File: config.mk
export PLATFORM = sky130hd
export DESIGN_NAME = bcd_to_bin
export DESIGN_NICKNAME = d
export VERILOG_FILES = /design/src/rtl/bcd_to_bin.sv
export SDC_FILE = /design/constraint.sdc
export NUM_CORES = 1
export LEC_CHECK = 0
export ABC_AREA = 0
export CAP_MARGIN = 20
export CORE_MARGIN = 4
export CORE_UTILIZATION = 50
export CTS_CLUSTER_SIZE = 28
export DETAILED_ROUTE_END_ITERATION = 7
export PLACE_DENSITY = 0.86
export SETUP_SLACK_MARGIN = 0.02
export SLEW_MARGIN = 5
export SYNTH_ARGS = -nofsm -noshare
export SYNTH_HDL_FRONTEND = slang
export SYNTH_SLANG_ARGS = --single-unit
File: constraint.sdc
create_clock -name sys_clk -period 1.8 [get_ports sys_clk]
set_clock_uncertainty 0.1 [all_clocks]
set_input_delay 0.27 -clock sys_clk [delete_from_list [all_inputs] [get_ports sys_clk]]
set_output_delay 0.27 -clock sys_clk [all_outputs]
set_load 0.005 [all_outputs]
File: src/rtl/bcd_to_bin.sv
// Sequential 4-digit BCD to 14-bit binary converter (reverse double-dabble).
// One conversion per 34 cycles; digits > 9 short-circuit to an error result.
module bcd_to_bin (
    input  logic        sys_clk,
    input  logic        sys_rst_n,
    input  logic        start,
    input  logic [3:0]  unit,
    input  logic [3:0]  ten,
    input  logic [3:0]  hun,
    input  logic [3:0]  tho,
    output logic        busy,
    output logic        done,
    output logic        err,
    output logic [13:0] data
);

    localparam logic [1:0] StIdle  = 2'd0;
    localparam logic [1:0] StShift = 2'd1;
    localparam logic [1:0] StAdj   = 2'd2;
    localparam logic [1:0] StDone  = 2'd3;

    logic [1:0]  state_q, state_d;
    logic [15:0] bcd_q, bcd_d;
    logic [15:0] bin_q, bin_d;
    logic [4:0]  cnt_q, cnt_d;
    logic        err_pend_q, err_pend_d;
    logic        done_q, done_d;
    logic        err_q, err_d;
    logic [13:0] data_q, data_d;
    logic        digit_bad;

    assign digit_bad = (unit > 4'd9) || (ten > 4'd9) || (hun > 4'd9) || (tho > 4'd9);

    always_comb begin
        state_d    = state_q;
        bcd_d      = bcd_q;
        bin_d      = bin_q;
        cnt_d      = cnt_q;
        err_pend_d = err_pend_q;
        done_d     = 1'b0;
        err_d      = err_q;
        data_d     = data_q;
        case (state_q)
            StIdle: begin
                if (start) begin
                    bcd_d = {tho, hun, ten, unit};
                    bin_d = 16'd0;
                    cnt_d = 5'd0;
                    if (digit_bad) begin
                        err_pend_d = 1'b1;
                        state_d    = StDone;
                    end else begin
                        err_pend_d = 1'b0;
                        state_d    = StShift;
                    end
                end
            end
            StShift: begin
                {bcd_d, bin_d} = {bcd_q, bin_q} >> 1;
                cnt_d          = cnt_q + 5'd1;
                state_d        = StAdj;
            end
            StAdj: begin
                // A nibble >= 8 after the shift carries a halved 10, so pull it back by 3.
                for (int i = 0; i < 4; i++) begin
                    if (bcd_q[4*i+3]) begin
                        bcd_d[4*i +: 4] = bcd_q[4*i +: 4] - 4'd3;
                    end
                end
                state_d = (cnt_q == 5'd16) ? StDone : StShift;
            end
            StDone: begin
                done_d  = 1'b1;
                err_d   = err_pend_q;
                // After 16 shifts the whole value sits right-justified in bin_q.
                data_d  = err_pend_q ? 14'd0 : bin_q[13:0];
                state_d = StIdle;
            end
            default: state_d = StIdle;
        endcase
    end

    always_ff @(posedge sys_clk or negedge sys_rst_n) begin
        if (!sys_rst_n) begin
            state_q    <= StIdle;
            bcd_q      <= 16'd0;
            bin_q      <= 16'd0;
            cnt_q      <= 5'd0;
            err_pend_q <= 1'b0;
            done_q     <= 1'b0;
            err_q      <= 1'b0;
            data_q     <= 14'd0;
        end else begin
            state_q    <= state_d;
            bcd_q      <= bcd_d;
            bin_q      <= bin_d;
            cnt_q      <= cnt_d;
            err_pend_q <= err_pend_d;
            done_q     <= done_d;
            err_q      <= err_d;
            data_q     <= data_d;
        end
    end

    assign busy = (state_q != StIdle);
    assign done = done_q;
    assign err  = err_q;
    assign data = data_q;

endmodule

# Word-level counts from Yosys, hierarchy flattened
# Index checks and enable logic that the tools add are counted.
[word_totals]
wordCells = 61
regBits = 56
input_bits = 19
[op_classes]
n_mux = 17
n_eq_ne = 9
add_sub_neg = 5
reduce_logical = 14
magnitude_cmp = 4
[ops]
columns = ["op", "count"]
rows = [
  ["$pmux 16 s3", 1],
  ["$mux 16", 2],
  ["$pmux 16 s2", 1],
  ["$gt 4x4->1 const B", 4],
  ["$mux 4", 4],
  ["$sub 4x2->4 const B", 4],
  ["$mux 14", 1],
  ["$reduce_and 3->1", 4],
  ["$ne 2x2->1 const B", 5],
  ["$pmux 5 s2", 1],
  ["$pmux 2 s4", 1],
  ["$mux 2", 3],
  ["$reduce_and 2->1", 3],
  ["$add 5x1->5 const B", 1],
  ["$eq 5x5->1 const B", 1],
  ["$mux 5", 1],
  ["$eq 2x2->1 const B", 2],
  ["$reduce_bool 2->1", 2],
  ["$logic_or 1x1->1", 3],
  ["$reduce_bool 3->1", 1],
  ["$eq 2x1->1 const B", 1],
  ["$logic_not 2->1", 1],
  ["$mux 1", 2],
]

# Longest topological paths before layout
# Gate-level depths: netlist of the first run.
[logic_depth]
ltp_word = 7
depth_mapped = 8

# Least setup slack after synthesis of the first run
# No wires, ideal clock.
[synth_timing]
path_type = "register to register"
startpoint = "reg state_q[0]"
endpoint = "reg bcd_q[12]"
path_stages_with_launch = 8
arrival_time_ps = 1680
t_required_ps = 1575
slack_ps = -105
setup_time_ps = 125
path_cell_list = "dfrtp_1 > inv_1 > ha_1 > nor2b_4 > or2_4 > buf_6 > a21oi_4 > mux2_2"
[synth_via]
elab_chain_len = 3
word_cells_on_any_way = 8
cone_classes = "4 x eq/ne; 1 x mux; 3 x reduce/logical"
[synth_rtl]
columns = ["element", "line", "source"]
rows = [
  ["start: declaration", "22", "logic [1:0] state_q, state_d;"],
  ["start signal: assignment", "85", "state_q <= StIdle;"],
  ["start signal: assignment", "94", "state_q <= state_d;"],
  ["$eq 2x2->1, or another cell as far along", "43", "case (state_q)"],
  ["$ne 2x2->1 (no line) / $reduce_bool 3->1 (equally long branches)", "n/a", ""],
  ["$reduce_and 3->1 (no line)", "n/a", ""],
  ["end signal: assignment", "86", "bcd_q <= 16'd0;"],
  ["end signal: assignment", "95", "bcd_q <= bcd_d;"],
  ["end: declaration", "23", "logic [15:0] bcd_q, bcd_d;"],
]
# Parallel ways exist; a longest one is shown, timed or not.
# A chain may end at the register's enable or synchronous reset.

# Final worst setup path of the first run
[layout_timing]
startpoint = "reg state_q[1]"
endpoint = "reg bcd_q[13]"
# The elaborated chain is that of the path after synthesis.

==> impl_metrics.json, run 1 <==
{
  "seqPwrFrac_pct": 34.3,
  "track_usage_pct": 19.14,
  "grt_max_degree": 57,
  "ys_warn_count": 0,
  "yosys.area_share.adder_pct": 4.474,
  "crit_start": "state_q[1]$_DFFE_PN0P_",
  "maxSlewViolCount": 0,
  "multi_input_area_um2": 1281,
  "peakVddDrop_mv": 1.171,
  "core_um2": 5270,
  "synthSimpleGateAreaFrac_pct": 11.68,
  "avgRoutedWirePerCell_um": 15.61,
  "hold_class": "primary input to async pin",
  "critical_path_required_ns": 1.90,
  "yosysSeqAreaShare_pct": 50.11,
  "hold_viol_final": 0,
  "max-clock-path-buffers": 2,
  "swShare_pct": 39.45,
  "cts.clk_slew.worst_paths_ns": 0.10,
  "synth_top_flop_cell": "dfrtp_1",
  "crit_end": "bcd_q[13]$_DFFE_PN0P_",
  "cts_made_buffers": 5,
  "layout-area-overhead-vs-synth_pct": 25.91,
  "drive_gt1_share_pct": 16.15,
  "syn_inst": 273,
  "synth_top_family_by_area": "compound AO/OA/AOI/OAI gates",
  "cp-start-kind": "flop",
  "setup_viol": 0,
  "postSynth.asyncResetShare_pct": 100.0,
  "drtIter0Drc": 148,
  "r2r_setup_slack_ns": 0.01,
  "crit_path_end_kind": "flop",
  "power.net_switching_mw": 2.483,
  "total_power_mw": 6.293,
  "antenna_found_initial": 0,
  "cts_htree_levels": 2,
  "num_vias": 2157,
  "syn-cell-area_um2": 2796,
  "powerDensity_nw_per_um2": 1787,
  "p_comb_share_pct": 54.5,
  "ys_ff_latch": 56,
  "cts_tree": "done",
  "dp.cells": 377,
  "dp_hpwl_um": 4110,
  "overflow": 0,
  "cts-root-buf": "clkbuf_8",
  "fin_util_pct": 66.81,
  "status": "completed",
  "die_h_um": 82.79,
  "antenna_cells": 0,
  "drtAntennaViolNets": 0,
  "pwr-share-clk_pct": 11.2,
  "syn_nets": 302,
  "synth.avg_cell_area_um2": 10.24,
  "p_int_mw": 3.810,
  "p_leak_nw": 1.560,
  "crit_fanout": 5,
  "setup_tns_ns": 0,
  "clkLatencyLatePin_ns": 0.31,
  "arrival_ns": 1.89,
  "die_area_um2": 6853,
  "routed_wl_um": 6118,
  "drcViolationCount": 0,
  "synthXorXnorAreaFrac_pct": 2.192,
  "synth_cell_types": 34,
  "port_buffers": 35,
  "timing.final.crit_share_pct": 99.38,
  "fill_cells": 430,
  "worstMarginPinSlew_ns": 0.4387,
  "muxShareOfSynthArea_pct": 5.861,
  "layout_min_cycle_time_ns": 1.789,
  "viasPerCell": 5.503,
  "rsz0062_at_grt": "yes",
  "crit_type": "flop to flop",
  "worst_r2r_endpoint": "bcd_q[13]$_DFFE_PN0P_",
  "cap_violations": 0,
  "place_congestion": 0.8792,
  "instances_no_fill": 392,
  "synth-edff-count": 0,
  "dr.pass1.iters": 4,
  "io_pins": 36,
  "grt_pass1_vias": 2179,
  "clock-sinks": 56,
  "dp_slack_ns": -0.1249,
  "final_net_count": 350,
  "reg2reg_from": "state_q[1]$_DFFE_PN0P_",
  "start_util_pct": 53.06,
  "rows": 26,
  "seq_area_um2": 1401,
  "setup_slack_ns": 0.01113,
  "die_w_um": 82.79,
  "grt_pass1_wl_um": 10140,
  "worst-r2r-cell-count": 5,
  "fmax_mhz": 559.0,
  "timing.slew.headroom_pct": 70.75,
  "synth-compound-area-share_pct": 18.79
}
-- sequential cells by signal, indices dropped and copies added (netlist names) --
name	cells
bcd_q	16
bin_q	16
cnt_q	5
data	14
done	1
err	1
err_pend_q	1
state_q	2
-- Yosys cell counts (all sizes together) (4+ instances only) --
cell	number	area, um^2
a21oi	12	90.09
a22o	17	148.9
a31oi	6	37.54
buf	9	50.04
clkbuf	7	26.28
dfrtp	56	1401
ha	10	125.1
inv	31	116.4
mux2	11	123.9
mux2i	4	40.04
nand2	22	82.58
nand3	4	20.02
nand3b	15	112.6
nor2	11	41.29
nor2b	4	32.53
o211ai	6	45.04
o21ai	27	135.1
o22ai	4	25.02
xnor2	5	43.79
-- final cells by class --
class | instances | area share, %
clock inverter | 2 | 0.4620
inverter | 31 | 3.305
tap | 70 | 2.488
multi-input combinational | 171 | 36.39
clock buffer | 6 | 2.061
sequential | 56 | 39.80
timing repair buffer | 56 | 15.49
-- layer usage --
layer	wire length (um)	GRT usage, %
met1	2651	24.44
met2	3117	33.01
met3	291	3.348
met4	59	6.046
met5	0	0
-- worst min-delay path by stage --
| stage | startpoint | endpoint | cells after the start |
|---|---|---|---|
| final | sys_rst_n | data[2]$_DFFE_PN0P_ | 3 |
| after floorplan | sys_rst_n | bcd_q[0]$_DFFE_PN0P_ | 0 |
| after detailed placement | sys_rst_n | data[2]$_DFFE_PN0P_ | 2 |
| after global routing | sys_rst_n | data[3]$_DFFE_PN0P_ | 3 |
| after CTS | sys_rst_n | bin_q[15]$_DFFE_PN0P_ | 3 |
| after global placement | sys_rst_n | data[1]$_DFFE_PN0P_ | 2 |
-- cells in the final DEF, fill, tap and decap left out, drive strengths merged, types with 2 or more instances in the layout --
master         instances
a22o                  17
a31oi                  6
mux2                  11
nand2                 22
o21ai                 27
xor2                   2
buf                   21
clkdlybuf4s50         33
inv                   31
a21o                   2
or2                    2
dfrtp                 56
ha                    10
o211ai                 6
nand4b                 2
clkbuf                 6
nor2b                  4
nand3b                15
nand3                  4
mux2i                  4
o22ai                  4
xnor2                  5
nor2                  11
a21oi                 12
-- through the flow --
stage | cell area [um^2] | hold WS [ns]
2_1_floorplan | 2809 | -0.1256
3_3_place_gp | 3316 | 0.1877
3_5_place_dp | 3316 | 0.1969
4_1_cts | 3460 | 0.3934
5_1_grt | 3521 | 0.3960
6_report | 3521 | 0.3721
-- power groups by stage --
stage	clock [mW]	combinational [mW]	sequential, mW
6_report	0.706	3.43	2.16
4_1_cts	0.713	3.17	2.15
3_3_place_gp	0	2.88	2.15
2_1_floorplan	0	2.13	2.05
3_5_place_dp	0	3.03	2.18
5_1_grt	0.765	3.79	2.22
-- worst max-delay path, cell delays in order, from the launching register on --
cell     delay, ns
dfrtp_1       0.41
buf_4         0.16
ha_4          0.16
or2_4         0.32
a21oi_4       0.20
mux2_4        0.32
-- cell families after synthesis --
| family | after synthesis |
|---|---|
| fa+ha+maj | 10 |
| flops | 56 |
| simple gates | 61 |
| mux | 15 |
| xor+xnor | 7 |
| buf+inv | 47 |
| compound gates | 77 |
-- timing repair --
action / in CTS / in global routing
gates resized for setup: 4 / 13
setup buffers: 3 / 2
hold buffers: 1 / 0
gates cloned: 1 / 0
endpoints found under the setup margin: 12 / 32
pin swaps: 1 / 2
endpoints found under the hold margin: 56 / 0
(Power assumes the default switching activity.)
==> inputs of run 2 (changes only) <==
--- a/config.mk
+++ b/config.mk
@@ -17,3 +17,4 @@
 export SYNTH_ARGS = -nofsm -noshare
 export SYNTH_HDL_FRONTEND = slang
 export SYNTH_SLANG_ARGS = --single-unit
+export TNS_END_PERCENT = 20
==> run 2 against run 1 <==
Compared with the run above: the flow now finishes with violations (setup timing); die area unchanged; hold slack worse by 0.0075 ns; critical endpoint is now bcd_q[14]$_DFFE_PN0P_; sequential power about the same; via count down 2.7%; count of clock-buffer cells in the layout down 1; cell area down 0.82%; worst setup slack worse by 0.014 ns; largest power group unchanged; sequential share of layout area up 0.33 points; cell count down 1.0%; wire length down 7.6%.
==> impl_metrics.json, run 2 (synthesis gave the netlist of run 1 again) <==
{
  "cts_made_buffers": 5,
  "clkLatencyLatePin_ns": 0.32,
  "dp_hpwl_um": 3794,
  "arrival_ns": 1.90,
  "worst-r2r-cell-count": 5,
  "max_stage_delay_ns": 0.41,
  "maxSlewViolCount": 0,
  "fill_cells": 442,
  "crit_slowest_cell": "dfrtp_1",
  "crit_type": "flop to flop",
  "crit_path_end_kind": "flop",
  "drtIter0Drc": 186,
  "rows": 26,
  "final_cell_mix": "dfrtp_1 (56), clkdlybuf4s50_1 (33), inv_1 (29), o21ai_0 (27), nand2_1 (22)",
  "worst_r2r_endpoint": "bcd_q[14]$_DFFE_PN0P_",
  "peakVddDrop_mv": 1.145,
  "timing.final.crit_share_pct": 100.1,
  "crit_family": "flip-flops",
  "track_usage_pct": 17.99,
  "dp_slack_ns": -0.1467,
  "layout-area-overhead-vs-synth_pct": 24.88,
  "dr.pass1.iters": 4,
  "drcViolationCount": 0,
  "path_buf_inv": 1,
  "cp-start-kind": "flop",
  "avgRoutedWirePerCell_um": 14.58,
  "final_common_cell": "dfrtp_1",
  "start_util_pct": 53.06,
  "num_vias": 2098,
  "io_pins": 36,
  "port_buffers": 35,
  "die_w_um": 82.79,
  "grt_max_degree": 57,
  "rsz0062_at_grt": "yes",
  "cts.clk_slew.worst_paths_ns": 0.11,
  "routed_wl_um": 5656,
  "core_um2": 5270,
  "antenna_found_initial": 0,
  "r2r_setup_slack_ns": -0.003,
  "violations": "setup timing",
  "cap_violations": 0,
  "cts_htree_levels": 2,
  "timing.slew.headroom_pct": 73.85,
  "dp.cells": 377,
  "place_congestion": 0.8329,
  "powerDensity_nw_per_um2": 1777,
  "p_leak_nw": 1.557,
  "cts-root-buf": "clkbuf_8",
  "grt_pass1_vias": 1981,
  "cts_tree": "done",
  "crit_cells": 5,
  "die_h_um": 82.79,
  "setup_viol": 2,
  "drtAntennaViolNets": 0,
  "hold_viol_final": 0,
  "max-clock-path-buffers": 2,
  "hold_class": "primary input to async pin",
  "antenna_cells": 0,
  "crit_fanout": 7,
  "clock-sinks": 56,
  "status": "finished with violations",
  "overflow": 0,
  "layout_min_cycle_time_ns": 1.803,
  "final_net_count": 346,
  "fmax_mhz": 554.8,
  "path_cells": "buf_4 > ha_1 > or2_4 > a21oi_4 > mux2_4",
  "grt_pass1_wl_um": 9335,
  "instances_no_fill": 388,
  "setup_slack_ns": -0.002552,
  "critical_path_required_ns": 1.90,
  "reg2reg_from": "state_q[1]$_DFFE_PN0P_",
  "worstMarginPinSlew_ns": 0.3846,
  "drive_gt1_share_pct": 15.41,
  "die_area_um2": 6853,
  "viasPerCell": 5.407
}
## run 2: cell count changes in the layout (fill, tap and decap cells not counted), moves of 2 or more
cell	change
ha_1	+2
o21ai_1	-2
mux2_2	-2
mux2_4	+2
o21ai_0	+2
buf_4	-3
## run 2: layout make-up
cell class	count	area, um^2	area share [%]
Inverter	31	116.4	3.332
Timing Repair Buffer	53	523.0	14.98
Clock inverter	3	21.27	0.6091
Tap cell	70	87.58	2.508
Multi-Input combinational cell	170	1274	36.47
Sequential cell	56	1401	40.13
Clock buffer	5	68.82	1.971
## run 2: layer usage
metal | global-route usage [%] | vias to the layer above | wire length (um)
met5 | 0 | - | 0
li1 | - | 1029 | -
met2 | 29.49 | 63 | 2664
met3 | 4.212 | 11 | 318
met4 | 5.882 | 0 | 82
met1 | 23.53 | 995 | 2591
## run 2: worst max path at each step
| stage | startpoint | end | slack [ns] |
|---|---|---|---|
| finish | state_q[1]$_DFFE_PN0P_ | bcd_q[14]$_DFFE_PN0P_ | -0.003 |
| global route | state_q[0]$_DFFE_PN0P_ | bcd_q[13]$_DFFE_PN0P_ | -0.05 |
| detailed placement | start | bcd_q[6]$_DFFE_PN0P_ | -0.15 |
| floorplan | state_q[1]$_DFFE_PN0P_ | bcd_q[12]$_DFFE_PN0P_ | -0.001 |
| global placement | start | bcd_q[6]$_DFFE_PN0P_ | -0.11 |
| CTS | state_q[1]$_DFFE_PN0P_ | bcd_q[13]$_DFFE_PN0P_ | 0.01 |
## run 2: per-stage QoR
stage / hold slack, ns / power, mW / area, um^2 / util, % / setup TNS (ns)
finish: 0.3646 / 6.205 / 3492 / 66.26 / -0.003256
global placement: 0.1850 / 5.065 / 3316 / 62.92 / -0.8807
detailed placement: 0.1948 / 5.203 / 3316 / 62.92 / -1.508
CTS: 0.3856 / 5.993 / 3448 / 65.43 / 0
floorplan: -0.1256 / 4.178 / 2809 / - / -0.004038
global route: 0.4078 / 6.698 / 3492 / 66.26 / -0.2506
## run 2: what timing repair did
action	4_1_cts	5_1_grt
endpoints found under the hold margin	56	0
setup buffers	2	0
endpoints found under the setup margin	12	29
hold buffers	1	0
gates resized for setup	4	12
gates cloned	0	0
pin swaps	1	1
## run 2: power by group
part / total [mW] / switching, mW / internal [mW]
Sequential: 2.15 / 0.438 / 1.71
Clock: 0.709 / 0.432 / 0.277
Combinational: 3.35 / 1.55 / 1.79
Total: 6.21 / 2.42 / 3.78
## run 2: worst register-to-register path: stages, from the launching register on
cell	delay, ns
dfrtp_1	0.41
buf_4	0.15
ha_1	0.18
or2_4	0.33
a21oi_4	0.21
mux2_4	0.32
